File: src/rtl/deserializer.sv
// rtl/deserializer.sv - MSB-first serial-to-parallel receiver with bit-count and short-word flag
//
// Ports:
//   clk_i            clock, all logic on rising edge
//   arst_n_i         asynchronous active-low reset
//   ser_data_i       serial data bit, MSB of word first
//   ser_data_val_i   ser_data_i valid this cycle
//   deser_data_o     received word, left-aligned, unreceived LSBs are 0
//   deser_data_mod_o number of valid bits, 0 means a full DATA_W-bit word
//   deser_data_val_o one-cycle pulse, deser_data_o/deser_data_mod_o are new
//   deser_err_o      one-cycle pulse, a 1- or 2-bit word was discarded
//   busy_o           word in progress
module deserializer #(
    parameter int DATA_W     = 16,
    parameter int DATA_MOD_W = 4
) (
    input  logic                  clk_i,
    input  logic                  arst_n_i,
    input  logic                  ser_data_i,
    input  logic                  ser_data_val_i,
    output logic [DATA_W-1:0]     deser_data_o,
    output logic [DATA_MOD_W-1:0] deser_data_mod_o,
    output logic                  deser_data_val_o,
    output logic                  deser_err_o,
    output logic                  busy_o
);

    localparam logic [DATA_MOD_W:0]   CNT_LAST  = (DATA_MOD_W+1)'(DATA_W - 1);
    localparam logic [DATA_MOD_W:0]   CNT_MIN   = (DATA_MOD_W+1)'(3);
    localparam logic [DATA_MOD_W:0]   CNT_ONE   = (DATA_MOD_W+1)'(1);
    localparam logic [DATA_MOD_W-1:0] POS_TOP   = DATA_MOD_W'(DATA_W - 1);

    logic [DATA_W-1:0]     shreg;
    logic [DATA_MOD_W:0]   cnt;
    logic [DATA_W-1:0]     capture_word;
    logic [DATA_MOD_W-1:0] bit_pos;

    // Word as it looks once the current bit is stored. The first bit of a
    // word starts from zero so bits of an earlier word can never leak in.
    always_comb begin
        bit_pos      = POS_TOP - cnt[DATA_MOD_W-1:0];
        capture_word = (cnt == '0) ? '0 : shreg;
        capture_word[bit_pos] = ser_data_i;
    end

    always_ff @(posedge clk_i or negedge arst_n_i) begin
        if (!arst_n_i) begin
            shreg            <= '0;
            cnt              <= '0;
            deser_data_o     <= '0;
            deser_data_mod_o <= '0;
            deser_data_val_o <= 1'b0;
            deser_err_o      <= 1'b0;
            busy_o           <= 1'b0;
        end else begin
            deser_data_val_o <= 1'b0;
            deser_err_o      <= 1'b0;
            if (ser_data_val_i) begin
                if (cnt == CNT_LAST) begin
                    // Last bit of a full word: emit directly from the
                    // capture path so the next cycle can start a new word.
                    deser_data_o     <= capture_word;
                    deser_data_mod_o <= '0;
                    deser_data_val_o <= 1'b1;
                    cnt              <= '0;
                    busy_o           <= 1'b0;
                end else begin
                    shreg  <= capture_word;
                    cnt    <= cnt + CNT_ONE;
                    busy_o <= 1'b1;
                end
            end else if (cnt != '0) begin
                if (cnt >= CNT_MIN) begin
                    deser_data_o     <= shreg;
                    deser_data_mod_o <= cnt[DATA_MOD_W-1:0];
                    deser_data_val_o <= 1'b1;
                end else begin
                    // 1- and 2-bit words are illegal on the link; drop them
                    // and leave the last good word on the outputs.
                    deser_err_o <= 1'b1;
                end
                cnt    <= '0;
                busy_o <= 1'b0;
            end
        end
    end

endmodule

File: config.mk
export PLATFORM = sky130hd
export DESIGN_NAME = deserializer
export DESIGN_NICKNAME = d
export VERILOG_FILES = /design/src/rtl/deserializer.sv
export SDC_FILE = /design/constraint.sdc
export NUM_CORES = 1
export LEC_CHECK = 0
export CORE_ASPECT_RATIO = 1.2
export CORE_MARGIN = 10
export CORE_UTILIZATION = 35
export CTS_BUF_LIST = sky130_fd_sc_hd__clkbuf_8
export DETAILED_ROUTE_END_ITERATION = 10
export GPL_TIMING_DRIVEN = 0
export RECOVER_POWER = 100
export SETUP_SLACK_MARGIN = 0.2
export SLEW_MARGIN = 30
export SYNTH_ARGS = -nofsm -noshare
export SYNTH_HDL_FRONTEND = slang
export SYNTH_SLANG_ARGS = --single-unit
File: constraint.sdc
create_clock -name clk_i -period 3.15 [get_ports clk_i]
set_clock_uncertainty 0.1 [all_clocks]
set_input_delay 0.315 -clock clk_i [delete_from_list [all_inputs] [get_ports clk_i]]
set_output_delay 0.315 -clock clk_i [all_outputs]
set_load 0.03 [all_outputs]
==> metrics.cfg <==
[worst_setup_path]
crit_type=reg2reg
reg2reg_slack_ns=0.66
r2r-end=shreg[6]
cp-end-kind=flip-flop
path_max_fanout=10
crit_required_ns=3.26
cp-start-kind=flip-flop
r2r-start=cnt[0]
reg2reg_depth=7
cp.arrival_ns=2.59

[final_layout]
num-fill-cells=608
fin_nets=240
layout_common_cells=dfrtp_1 (44), o21ai_0 (25), dlygate4sd3_1 (24), a21oi_1 (16), nand3_1 (12)
area_growth_pct=19.5
diodes=0
layout-drive-gt1-share_pct=13.7
layout_commonest_cell=dfrtp_1
multiInputGateArea_sq_um=931
seq_area_sq_um=1100
final_core_util_pct=42.7
instances_no_fill=315

[grt]
first_global_vias=1653
grt_overflow=0
grt_pass1_wl_microns=8570
grtUsageTotal_pct=10.8
grt_antenna_before_repair=0
grt_max_degree=45

[detailed_routing]
wl_per_cell_microns=15.8
drtIter0Drc=113
drc=0
vias=1619
antenna_left=0
dr.pass1.iters=4
wl_microns=4990
vias_per_cell=5.14

[die]
start_util_pct=35.7
die_area_sq_um=9690
die_x_microns=91.5
core_sq_um=6010
floorplan.rows=31
pin_count=27
die_h_microns=106

[clocking]
clk_pin_slew_ns=0.08
cts_tree=built
cts_buffer_depth=2
numCtsBuffers=5
clk_latency_ns=0.30
post_cts_buffers=0
cts_sinks=44
htree_levels=2
clockRootBuffer=clkbuf_8

[synthesis]
async_flop_share_pct=100
synth_fp_nets=208
syn_area_sq_um=2150
ys_seq_area_share_pct=51.3
synth_edf_count=0
synth_cells=200
synthFlopType=dfrtp_1
syn_area_per_cell_sq_um=10.7
ys_ff_latch=44
yosysWarnings=0
ys_types=41

[min_path]
min_from=ser_data_val_i
holdPathStages=4
hold_class=in2reg
whs_endpoint=deser_err_o

[timing]
hold_violations=0
drv_slew=0
setup_violations=0
rsz0062_at_grt=false
fmax_ghz=0.402
finalSetupTns_ns=0
finalCritPeriodShare_pct=78.9
max_slew_margin_pct=28.0
tightest_slew_ns=1.08
holdWs_ns=0.314
period_minus_slack_ns=2.49

[pwr]
pwr_density_cell_nw_per_um2=729
peakVddDrop_uv=299
p_leak_uw=0.00117

[placed_design]
hpwl_microns=3460
place_inst=306
io_buffers=24
place.gp.congestion=0.813

[run]
maxCapViolCount=0

[status]
status=finished clean

## critical path, stage by stage (launching register included)
cell	delay [ns]
dfrtp_1	0.52
ha_1	0.20
clkbuf_1	0.39
nand3_2	0.22
o21ai_2	0.27
clkbuf_1	0.43
o21ai_0	0.16
o21ai_0	0.10
## where the power goes
group / internal, uW / switching [uW]
clock network: 175 / 187
registers: 678 / 74.5
logic: 289 / 469
## flip-flops by register name, indices dropped and copies added (netlist names)
register,count
busy_o,1
cnt,5
deser_data_mod_o,4
deser_data_o,16
deser_data_val_o,1
deser_err_o,1
shreg,16
## per-stage QoR
| step | worst slack, ns | power [uW] | instance area (sq um) |
|---|---|---|---|
| final | 0.664 | 1870 | 2570 |
| after global routing | 0.435 | 2010 | 2570 |
| after CTS | 0.925 | 1950 | 2590 |
| after detailed placement | 0.957 | 1580 | 2490 |
| after global placement | 0.407 | 1580 | 2490 |
| after floorplan | 1.30 | 1290 | 2150 |
## area by class of cell
type	instances	share of cell area (%)
buffer	14	2.68
clock buffer	6	3.22
clock inverter	2	0.390
inverter	7	1.02
multi-input combinational	135	36.3
sequential	44	42.9
tap	82	4.00
timing repair buffer	25	9.55
## cell families after synthesis
family                   count (synthesis)  synth area share, %
AO/OA/AOI/OAI                           69                 20.0
XOR/XNOR                                 2                0.816
adder cells (fa/ha/maj)                  4                 2.33
buffers and inverters                   21                 4.72
flip-flops                              44                 51.3
multiplexers                            14                 7.92
AND/OR/NAND/NOR                         46                 13.0
## synthesized netlist by cell type (all sizes together), types with 2 or more instances
cell type	count	area, sq um
nor2	6	22.5
a21bo	2	20.0
nor2b	10	62.6
clkbuf	3	11.3
nand2b	3	18.8
buf	11	63.8
a21oi	16	80.1
o21bai	6	45.0
inv	6	22.5
mux2i	2	20.0
mux2	12	150
ha	4	50.1
a22o	3	26.3
o2bb2ai	3	26.3
dfrtp	44	1100
nand3	13	70.1
o211ai	2	15.0
a31oi	6	37.5
o21ai	27	143
a32o	2	20.0
nand2	5	26.3
## repair_timing
item                      CTS  global route
hold endpoints to repair   44             0
hold buffers                1             0
gates resized for setup     0             0
## per-layer routing
| metal | up-vias | routed length, microns | track usage [%] |
|---|---|---|---|
| li1 | 780 | - | - |
| met1 | 795 | 2240 | 13.7 |
| met2 | 40 | 2410 | 17.1 |
| met3 | 4 | 300 | 3.41 |
| met4 | 0 | 38 | 3.03 |
| met5 | - | 0 | 0 |
## worst max path at each step
stage          startpoint                  end  slack, ns  cells past startpoint
4_1_cts            cnt[0]             shreg[6]       0.92                      7
3_5_place_dp       cnt[0]     deser_data_o[14]       0.96                      7
5_1_grt            cnt[0]            shreg[10]       0.44                      7
3_3_place_gp     arst_n_i  deser_data_mod_o[0]       0.41                      1
2_1_floorplan      cnt[0]     deser_data_o[10]       1.30                      7
6_report           cnt[0]             shreg[6]       0.66                      7
Power figures use the tool's default switching activity.
